==> config.mk <==
export PLATFORM = sky130hd
export DESIGN_NAME = lif_array
export DESIGN_NICKNAME = d
export VERILOG_FILES = /design/src/rtl/lif_array.sv
export SDC_FILE = /design/constraint.sdc
export NUM_CORES = 1
export LEC_CHECK = 0
export CORE_AREA = 2 2 92 94
export DETAILED_ROUTE_END_ITERATION = 10
export DIE_AREA = 0 0 94 96
export GPL_TIMING_DRIVEN = 0
export PLACE_DENSITY = 0.74
export RECOVER_POWER = 25
export SKIP_LAST_GASP = 1
export SLEW_MARGIN = 15
export SYNTH_ARGS = -nofsm -noshare
export SYNTH_HDL_FRONTEND = slang
export SYNTH_SLANG_ARGS = --single-unit
==> constraint.sdc <==
create_clock -name clk -period 8.71 [get_ports clk]
set_input_delay 0.871 -clock clk [delete_from_list [all_inputs] [get_ports clk]]
set_output_delay 0.871 -clock clk [all_outputs]
set_load 0.01 [all_outputs]
==> src/rtl/lif_array.sv <==
// Multi-channel leaky integrate-and-fire neuron array with a per-channel
// refractory FSM and a saturating aggregate spike counter.
module lif_array #(
    parameter int NUM_CH     = 2,
    parameter int WIDTH      = 8,
    parameter int SHIFT_W    = 3,
    parameter int REF_W      = 4,
    parameter int CNT_W      = 8,
    parameter int RESET_MODE = 0
) (
    input  logic                    clk,
    input  logic                    reset,
    input  logic                    en,
    input  logic [NUM_CH*WIDTH-1:0] current,
    input  logic [WIDTH-1:0]        threshold,
    input  logic [SHIFT_W-1:0]      leak_shift,
    input  logic [REF_W-1:0]        refrac_len,
    input  logic                    clr_count,
    output logic [NUM_CH*WIDTH-1:0] state,
    output logic [NUM_CH-1:0]       spike,
    output logic                    spike_any,
    output logic [CNT_W-1:0]        spike_count
);

    typedef enum logic {
        INTEGRATE  = 1'b0,
        REFRACTORY = 1'b1
    } ch_state_t;

    localparam logic [CNT_W-1:0] CNT_MAX = '1;

    ch_state_t        fsm_q   [NUM_CH];
    ch_state_t        fsm_d   [NUM_CH];
    logic [WIDTH-1:0] mem_q   [NUM_CH];
    logic [WIDTH-1:0] mem_d   [NUM_CH];
    logic [WIDTH-1:0] leak    [NUM_CH];
    logic [WIDTH:0]   sum     [NUM_CH];
    logic [WIDTH-1:0] sat_val [NUM_CH];
    logic [REF_W-1:0] ref_q   [NUM_CH];
    logic [REF_W-1:0] ref_d   [NUM_CH];
    logic [NUM_CH-1:0] fire;
    logic [NUM_CH-1:0] spike_d;
    logic [31:0]       pop;
    logic [32:0]       count_wide;
    logic [CNT_W-1:0]  count_d;

    // The extra top bit of sum catches overflow so it can clamp to all-ones.
    always_comb begin
        fire = '0;
        for (int i = 0; i < NUM_CH; i++) begin
            leak[i]    = (leak_shift == '0) ? '0 : (mem_q[i] >> leak_shift);
            sum[i]     = {1'b0, mem_q[i]} - {1'b0, leak[i]}
                       + {1'b0, current[i*WIDTH +: WIDTH]};
            sat_val[i] = sum[i][WIDTH] ? '1 : sum[i][WIDTH-1:0];
            fire[i]    = (sat_val[i] >= threshold);
        end
    end

    always_comb begin
        for (int i = 0; i < NUM_CH; i++) begin
            fsm_d[i] = fsm_q[i];
            if (en) begin
                case (fsm_q[i])
                    INTEGRATE: begin
                        if (fire[i] && (refrac_len != '0)) fsm_d[i] = REFRACTORY;
                    end
                    REFRACTORY: begin
                        if (ref_q[i] <= REF_W'(1)) fsm_d[i] = INTEGRATE;
                    end
                    default: fsm_d[i] = INTEGRATE;
                endcase
            end
        end
    end

    always_comb begin
        spike_d = '0;
        pop     = '0;
        for (int i = 0; i < NUM_CH; i++) begin
            mem_d[i] = mem_q[i];
            ref_d[i] = ref_q[i];
            if (en) begin
                case (fsm_q[i])
                    INTEGRATE: begin
                        if (fire[i]) begin
                            spike_d[i] = 1'b1;
                            mem_d[i]   = (RESET_MODE != 0) ? (sat_val[i] - threshold) : '0;
                            if (refrac_len != '0) ref_d[i] = refrac_len;
                        end else begin
                            mem_d[i] = sat_val[i];
                        end
                    end
                    REFRACTORY: begin
                        if (ref_q[i] != '0) ref_d[i] = ref_q[i] - REF_W'(1);
                    end
                    default: ref_d[i] = '0;
                endcase
            end
            pop = pop + 32'(spike_d[i]);
        end
        // Clear takes priority, so spikes landing in the same cycle are dropped.
        count_wide = 33'(spike_count) + {1'b0, pop};
        if (clr_count)
            count_d = '0;
        else if (count_wide > 33'(CNT_MAX))
            count_d = CNT_MAX;
        else
            count_d = count_wide[CNT_W-1:0];
    end

    always_ff @(posedge clk) begin
        if (reset) begin
            for (int i = 0; i < NUM_CH; i++) begin
                fsm_q[i] <= INTEGRATE;
                mem_q[i] <= '0;
                ref_q[i] <= '0;
            end
            spike       <= '0;
            spike_any   <= 1'b0;
            spike_count <= '0;
        end else begin
            for (int i = 0; i < NUM_CH; i++) begin
                fsm_q[i] <= fsm_d[i];
                mem_q[i] <= mem_d[i];
                ref_q[i] <= ref_d[i];
            end
            spike       <= spike_d;
            spike_any   <= |spike_d;
            spike_count <= count_d;
        end
    end

    for (genvar g = 0; g < NUM_CH; g++) begin : g_state
        assign state[g*WIDTH +: WIDTH] = mem_q[g];
    end

endmodule
Yosys cells after proc, flatten, opt, wreduce, memory -nomap -nowiden
Memories as Yosys holds them, arrays and structs flattened.
Index checks and enable logic that the tools add are counted.
- register bits: 11
- bits in writable memories: 26
- bits of input ports: 35
- output and inout bits: 27
- word-level logic and storage cells: 81
- memories kept: 3
- add/subtract/negate cells: 8
- magnitude comparators: 5
- shift operators: 2
- muxes and demuxes: 44
- bitwise operators: 8
- reductions and logical operators: 8
- memories (name ; depth ; bits a word ; rd ports ; clocked after memory_dff ; wr ports ; RTL line ; text):
    mem_q ; 2 ; 8 ; 2 ; 0 ; 2 ; 34 ; logic [WIDTH-1:0] mem_q [NUM_CH];
    ref_q ; 2 ; 4 ; 2 ; 0 ; 2 ; 39 ; logic [REF_W-1:0] ref_q [NUM_CH];
    fsm_q ; 2 ; 1 ; 2 ; 0 ; 2 ; 32 ; ch_state_t fsm_q [NUM_CH];
- operators by type and width (cell ; count):
    $mux 8 ; 13
    $mux 4 ; 10
    $add 9x8->9 ; 2
    $sub 8x8->9 ; 2
    $mux 1 ; 17
    $ge 8x8->1 ; 2
    $pmux 4 s2 ; 2
    $shr 8x3->8 ; 2
    $reduce_bool 4->1 ; 3
    $add 8x2->9 ; 1
    $gt 9x8->1 const B ; 1
    $le 4x1->1 const B ; 2
    $sub 4x1->4 const B ; 2
    $or 1x1->1 ; 6
    $pmux 1 s2 ; 2
    $reduce_or 2->1 ; 2
    $logic_not 3->1 ; 1
    $add 1x1->2 ; 1
    $logic_and 1x1->1 ; 2
    $not 1->1 ; 2

Longest topological paths before layout
Gate-level depths: netlist (run 1).
An unclocked memory read counts as a cell.
- depth in word-level cells: 14
- depth in mapped cells: 28
- depth with buffers taken out: 26

Worst setup path after synthesis (run 1)
Ideal clock, no wire load.
- kind: input-to-reg
- from: input port leak_shift[0]
- to: register spike_count[0]
- setup time: 128 ps
- arrival time: 6117 ps
- required time: 8582 ps
- path slack: 2465 ps
- stages: 23
- buffers on the path: 1
- cell sequence: clkbuf_1 mux2i_1 a211oi_1 a21o_1 a221o_1 fa_1 fa_1 nand2b_1 a211oi_1 mux2_2 nor2_1 nand2_1 ha_1 a211oi_1 o21ai_1 a211oi_2 nor2_1 fa_1 ha_1 nand3_1 nor2_1 nand3_1 a21oi_1
- word-level cells in the longest chain between the ends: 13
- elaborated cells on any way between the ends: 23
- those cells by class: add/sub (6); order compare (3); shift (2); mux (11); reduce/logical (1)
- RTL lines (element ; RTL line ; text):
    from (decl) ; 16 ; input logic [SHIFT_W-1:0] leak_shift,
    $shr 8x3->8 / $logic_not 3->1 (equally long branches) ; 51 ; leak[i] = (leak_shift == '0) ? '0 : (mem_q[i] >> leak_shift);
    $mux 8 (*) ; 51 ;
    $sub 8x8->9 (*) ; 52 ; sum[i] = {1'b0, mem_q[i]} - {1'b0, leak[i]}
    $add 9x8->9 (*) ; 53 ; + {1'b0, current[i*WIDTH +: WIDTH]};
    $mux 8 (*) ; 54 ; sat_val[i] = sum[i][WIDTH] ? '1 : sum[i][WIDTH-1:0];
    $ge 8x8->1 (*) ; 55 ; fire[i] = (sat_val[i] >= threshold);
    $mux 1 (*) ; 85 ; if (fire[i]) begin
    $mux 1 (*) ; 83 ; case (fsm_q[i])
    $mux 1 (*) ; 82 ; if (en) begin
    net spike_d[0] ; 42 ; logic [NUM_CH-1:0] spike_d;
    $add 1x1->2 (*) ; 99 ; pop = pop + 32'(spike_d[i]);
    $add 8x2->9 (*) ; 102 ; count_wide = 33'(spike_count) + {1'b0, pop};
    $gt 9x8->1 ; 105 ; else if (count_wide > 33'(CNT_MAX))
    $mux 8 (*) ; 105 ;
    to (signal assigned) ; 129 ; spike_count <= count_d;
    to (decl) ; 22 ; output logic [CNT_W-1:0] spike_count
Mark *: on every way through the listed nets, which the timed path passes. The rest lies on a longest branch.
A chain may end at the register's enable or synchronous reset.

Worst setup path in the final report (run 1)
- from: input port leak_shift[1]
- to: register spike_count[1]
Same word-level chain as after synthesis.

==> impl_results.md, run 1 <==
- Capturing element type of the critical path: flip-flop
- Fin crit share: 81.7%
- Initial detailed-routing violation count: 305
- Antenna Violating Nets Remaining: 0
- Antenna diode instance count: 0
- Maximum number of pins on one net before global-route repair: 11
- Most repeated library cell on the critical path: ha_1
- Status: complete, no violations
- Average routed wire per standard cell: 15.0 µm
- Floorplan die area: 0.00902 mm²
- Number of antenna violations at the first check in global routing: 0
- HP Start: ref_q[0][5]
- Reported leakage power: 0.00208 µW
- Max-slew violation count: 0
- Detailed placement HPWL: 8.00 mm
- Setup bufs post-CTS: 0
- Die outline height: 96 µm
- Distinct cells, synth: 67
- Number of vias in the routed layout: 3712
- Worst slew margin relative to its limit: 52.3%
- Startpoint types: input pin
- Classification of the worst-slack hold path: reg -> reg
- Effective utilization at floorplan: 48.6%
- Cell taking the most area after synthesis: dfxtp_1
- Power density cells: 325 mW/mm²
- Total of endpoints with negative setup slack in the final report: 0
- Critical path peak fanout: 10
- Yosys synthesis warning count: 0
- Floorplan die width: 94 µm
- Area added between synthesis and finish: 20.9%
- Post-synthesis area per instance: 8.03 µm²
- Category of the most critical setup path: in -> reg
- CP bufs+invs: 5
- Total negative slack: 0 ns
- Hold Vio Cnt, Final: 0
- Clock slew seen by the registers of the worst setup and hold paths: 0.07 ns
- Root buffer cell: clkbuf_8
- Worst Tran Pin Value: 0.715 ns
- Setup repair after global routing missed its margin: false
- Startpoint of the lowest-slack register-to-register path: mem_q[0][6]
- Vias in the first global route: 3592
- Global-route track usage on met1: 29.3%
- Hold buffers post-CTS: 0
- Global routing usage on met3: 3.13%
- Main synth FF type: dfxtp_1
- Final core occ: 58.8%
- Total routed wirelength: 9.90 mm
- Cell with the biggest individual delay on the critical path: clkdlybuf4s50_1
- Nets: 647
- Maximum Capacitance Violations: 0
- Synthesized netlist net count: 580
- Clock tree from TritonCTS: built
- Clock Sinks: 37
- Area share of the largest cell type after synthesis: 18.9%
- Maximum VDD drop: 0.162 mV
- Crit path launch: leak_shift[1]
- Detailed-route DRC error count: 0
- Final Wtd Congestion: 0.876
- Total core area: 0.00805 mm²
- Worst clock skew: 0.00437 ns
- Post-synthesis sequential area ratio: 18.9%
- Row cnt: 33
- Number of buffers inserted during clock tree synthesis: 5
- Global-route wire length before repair: 16.5 mm
- Summed instance area of the synthesized netlist: 0.00391 mm²
- Number of flops mapped to enable cells by yosys: 0
- Buffer levels on the longest clock path: 2
- DRT Pass-1 Iters: 5
- Flop and latch count out of synthesis: 37
- Busiest layer in global routing: met2
- Post-cts repair resize count: 0
- GRT Residual Overflow: 0
- Worst path max stage delay: 0.54 ns
- Overall fraction of global-route tracks in use: 22.7%
- Fraction of layout cells with a size suffix above 1: 4.15%
- Top area cells in the synthesized netlist: dfxtp_1 (19%), ha_1 (14%), inv_1 (7.8%), fa_1 (7.7%), nand2_1 (3.0%)
- Routed via count divided by cell count: 5.63
- Cell family contributing the most delay on the critical path: adder cells
- Highest clock frequency the design can meet: 141 MHz
- M2 GR Usage: 41.3%
- Input/output buffers: 60
- Worst EP arrival: 7.28 ns
- Skew-Pair Late Insertion Delay: 0.29 ns
- Data required time of the worst path: 8.88 ns
- Ports placed on the boundary: 62
- Fraction of registers with async set/reset: 0%
- Shortest period the worst path allows: 7.11 ns
- Synthesized instance count: 487
- Total number of H-tree levels: 2
==> state kept, by name (all words and copies together), names as in the netlist <==
signal / cells
fsm_q: 2
mem_q: 16
ref_q: 8
spike: 2
spike_any: 1
spike_count: 8
==> worst reg2reg max path, delay by kind of cell, from the launching register on <==
family / cells / cell delay, ns
buffers and inverters: 3 / 0.23
AOI/OAI and AO/OA: 8 / 1.80
muxes: 1 / 0.42
DFF: 1 / 0.48
and+or+nand+nor: 7 / 1.21
adders and majority gates: 6 / 1.77
==> synthesized netlist by cell type (3+ instances only) <==
cell type and instances:
o211ai_1 6, or2_1 3, a211o_1 8, nand2b_1 14, fa_1 15, o31ai_1 3, a21o_1 5, o21ai_0 22
xor2_1 4, nor2_1 30, dfxtp_1 37, mux2i_1 7, a21oi_1 21, a221oi_1 5, nor2b_1 12, xnor2_1 7
or3_1 4, ha_1 43, nor3_1 12, inv_1 81, a22oi_1 4, a221o_1 11, or4_1 3, a31oi_1 6
nand2_1 31, a211oi_1 7, nand4_1 3, clkbuf_1 10, nor3b_1 4, nand3_1 10, o21a_1 3, and4_1 3
o21ai_1 5, o22ai_1 4, a2bb2oi_1 3, nor4_1 3
==> routing by layer <==
| metal | wire [µm] | part of all wire (%) |
|---|---|---|
| met1 | 4380 | 44 |
| met2 | 4990 | 50 |
| met3 | 487 | 4.9 |
| met4 | 47 | 0.47 |
| met5 | 0 | 0 |
==> where the power goes <==
part / internal, µW / switching, µW
Clock: 62.8 / 59.1
Combinational: 495 / 637
Sequential: 221 / 60.7
==> kinds of logic (layout without fill, tap and decap cells) <==
logic type / Yosys count / count (layout) / synth area share, %
muxes: 9 / 9 / 2.43
AOI/OAI and AO/OA: 136 / 136 / 27.1
buffers and inverters: 94 / 161 / 9.02
adders and majority gates: 58 / 58 / 21.4
and+or+nand+nor: 142 / 142 / 18.6
DFF: 37 / 37 / 18.9
xor gates and xnor gates: 11 / 11 / 2.46
==> through the flow <==
stage	total power, µW	worst slack (ns)	instance area (µm²)	cells	hold WS (ns)
6_report	1540	1.60	4730	659	0.475
5_1_grt	1690	1.17	4730	659	0.523
4_1_cts	1540	1.65	4730	659	0.485
3_5_place_dp	1410	1.35	4640	652	0.474
3_3_place_gp	1370	1.44	4640	652	0.471
2_1_floorplan	1120	2.46	3910	487	0.448
==> area by class of cell <==
class	count	area [µm²]
flip-flops and latches	37	741
inverters	82	308
clock buffers	7	86.3
multi-input cells	356	2820
well taps	105	131
repair buffers	60	601
fillers	758	3320
plain buffers	12	45.0
==> worst paths after layout <==
kind / endpoint / slack, ns / depth (start not counted)
worst min register to register: ref_q[0][5] / 0.47 / 2
worst min-delay path: ref_q[0][5] / 0.47 / 2
worst max-delay path: spike_count[1] / 1.60 / 26
worst max register to register: spike_count[1] / 2.66 / 25
==> cell usage in the layout, fill, tap and decap left out, types with 4 or more instances in the layout <==
master and instances:
a221o_1 11, nor3b_1 4, nor3_1 12, dlygate4sd3_1 16, o211ai_1 6, clkbuf_8 6, ha_1 43, o22ai_1 4
a211oi_1 7, a22oi_1 4, mux2i_1 7, clkdlybuf4s50_1 44, a21o_1 5, a31oi_1 6, fa_1 15, nand2_1 31
inv_1 81, xnor2_1 7, clkbuf_1 11, xor2_1 4, nand2b_1 14, o21ai_0 22, a221oi_1 5, dfxtp_1 37
nor2_1 30, o21ai_1 5, or3_1 4, nor2b_1 12, nand3_1 10, a21oi_1 21, a211o_1 8
(Power assumes the default switching activity.)
==> run 2: changes to the inputs <==
PLACE_DENSITY = 0.77   (was 0.74)
clock period = 6.4 ns   (was 8.71 ns; I/O delays follow)
==> impl_results.md, run 2 (synthesis results as in run 1) <==
- Ports placed on the boundary: 62
- Clock tree from TritonCTS: built
- Met3 wire length: 548 µm
- Hold buffers post-CTS: 0
- Data required time of the worst path: 6.58 ns
- Number of flip-flops in the largest register: 16
- Die outline height: 96 µm
- Top metal layer carrying routed signals: met4
- Worst clock skew: 0.00730 ns
- Final Wtd Congestion: 0.908
- Effective utilization at floorplan: 48.6%
- Category of the most critical setup path: in -> reg
- Total of endpoints with negative setup slack in the final report: 0
- Portion of total power attributed to sequential cells: 16.9%
- Cell breakdown of the critical path: clkdlybuf4s50_1 -> nor2b_1 -> a21o_1 -> a221o_1 -> fa_1 -> fa_1 -> nand2b_1 -> a211oi_2 -> mux2_4 -> or3_1 -> ha_1 -> a211oi_2 -> o21ai_2 -> a211oi_4 -> nor2_1 -> fa_1 -> ha_1 -> nand3_1 -> o21ai_0 -> mux2i_1 -> nor2_1
- Skew-Pair Late Insertion Delay: 0.30 ns
- Row cnt: 33
- Worst slack after detailed placement: -0.710 ns
- Number of vias in the routed layout: 3827
- Hold Worst Slack: 0.481 ns
- Shortest period the worst path allows: 6.10 ns
- Max-slew violation count: 0
- Total met2 wirelength after detailed routing: 4.99 mm
- Commonest non-fill, non-tap cell in the layout: inv_1
- Worst path max stage delay: 0.52 ns
- Classification of the worst-slack hold path: reg -> reg
- Maximum number of pins on one net before global-route repair: 13
- Routed via count divided by cell count: 5.77
- Maximum VDD drop: 0.204 mV
- Startpoint types: input pin
- Number of buffers inserted during clock tree synthesis: 5
- Critical path peak fanout: 8
- Area added between synthesis and finish: 24.5%
- Maximum Capacitance Violations: 0
- Hold Vio Cnt, Final: 0
- Biggest regs: mem_q: 16 flops, ref_q: 8 flops, spike_count: 8 flops
- Worst EP arrival: 6.27 ns
- Worst slew margin relative to its limit: 53.8%
- Final core occ: 60.5%
- Overall fraction of global-route tracks in use: 22.4%
- Number of antenna violations at the first check in global routing: 0
- Antenna Violating Nets Remaining: 0
- Internal Power: 1180 µW
- Floorplan die area: 0.00902 mm²
- Input/output buffers: 60
- Nets: 650
- Cell with the biggest individual delay on the critical path: clkdlybuf4s50_1
- Total core area: 0.00805 mm²
- Antenna diode instance count: 0
- Net Sw Power: 1080 µW
- Met1 wire length: 4.30 mm
- Fin crit share: 95.2%
- Total number of H-tree levels: 2
- Power share of the clock group: 10.7%
- Root buffer cell: clkbuf_8
- Leading cell types in the layout, fill and taps excluded: inv_1 (81), clkdlybuf4s50_1 (44), ha_1 (43), dfxtp_1 (37), nand2_1 (31)
- Total routed wirelength: 10.1 mm
- Power density cells: 464 mW/mm²
- Fraction of layout cells with a size suffix above 1: 7.53%
- Detailed-route DRC error count: 0
- Clock slew seen by the registers of the worst setup and hold paths: 0.07 ns
- Buffer levels on the longest clock path: 2
- GRT Residual Overflow: 0
- Clock Sinks: 37
- Global-route wire length before repair: 16.3 mm
- Worst Tran Pin Value: 0.692 ns
- Capturing element type of the critical path: flip-flop
- DRT Pass-1 Iters: 5
- Gate power share: 72.3%
- Most repeated library cell on the critical path: fa_1
- Vias in the first global route: 3544
- Detailed placement HPWL: 8.07 mm
- Status: complete, no violations
- Floorplan die width: 94 µm
- Average routed wire per standard cell: 15.2 µm
- Reported leakage power: 0.00215 µW
- Final worst setup slack: 0.305 ns
- Initial detailed-routing violation count: 187
- Net Sw Frac: 47.9%
- Most flop-heavy register: mem_q
- Highest clock frequency the design can meet: 164 MHz
- Total negative slack: 0 ns
## run 2: what timing repair did
action                                  in CTS  in global routing
pin swaps                                    1                  1
endpoints found under the setup margin       8                  8
gates resized for setup                      4                 17
buffers inserted                             0                  3
## run 2: per-layer routing
| metal | up-vias | GRT usage (%) |
|---|---|---|
| li1 | 1870 | - |
| met4 | 0 | 7.13 |
| met5 | - | 0 |
| met1 | 1786 | 28.6 |
| met3 | 30 | 2.82 |
| met2 | 141 | 39.6 |
## run 2: critical path, delay by kind of cell
| kind | cells | cell delay (ns) |
|---|---|---|
| buffers and inverters | 1 | 0.52 |
| AND/OR/NAND/NOR | 6 | 1.18 |
| AO/OA/AOI/OAI | 7 | 1.54 |
| adder cells (fa/ha/maj) | 5 | 1.88 |
| multiplexers | 2 | 0.51 |
## run 2: metrics by stage
step | std cells | power [µW] | cell area, µm²
after floorplan | 487 | 1530 | 3910
after global placement | 652 | 1860 | 4640
after detailed placement | 652 | 1920 | 4640
after CTS | 660 | 2190 | 4790
after global routing | 663 | 2460 | 4870
final | 663 | 2260 | 4870
## run 2: final cells by class
type,instances,area [µm²]
clock buffers,5,68.8
well taps,105,131
multi-input cells,356,2880
repair buffers,63,623
inverters,82,308
clock inverters,3,65.1
fillers,745,3180
plain buffers,12,52.6
flip-flops and latches,37,741
## run 2: path summary, 6_finish.rpt
check | start | to | depth (start not counted) | slack [ns]
max | leak_shift[2] | spike_count[7] | 21 | 0.30
min | ref_q[0][5] | ref_q[0][5] | 2 | 0.48
max reg2reg | mem_q[0][4] | spike_count[7] | 21 | 0.81
min reg2reg | ref_q[0][5] | ref_q[0][5] | 2 | 0.48
## run 2: power groups by stage
| stage | Clock, µW | Sequential (µW) | Combinational, µW |
|---|---|---|---|
| floorplan | 0 | 379 | 1150 |
| global placement | 0 | 384 | 1480 |
| detailed placement | 0 | 386 | 1540 |
| CTS | 243 | 381 | 1570 |
| global route | 254 | 392 | 1820 |
| finish | 242 | 383 | 1630 |
==> run 3: changes to the inputs <==
CAP_MARGIN = 5   (was not set)
==> results of run 3 <==
The final DEF is identical to that of run 2; final timing and power are the same.
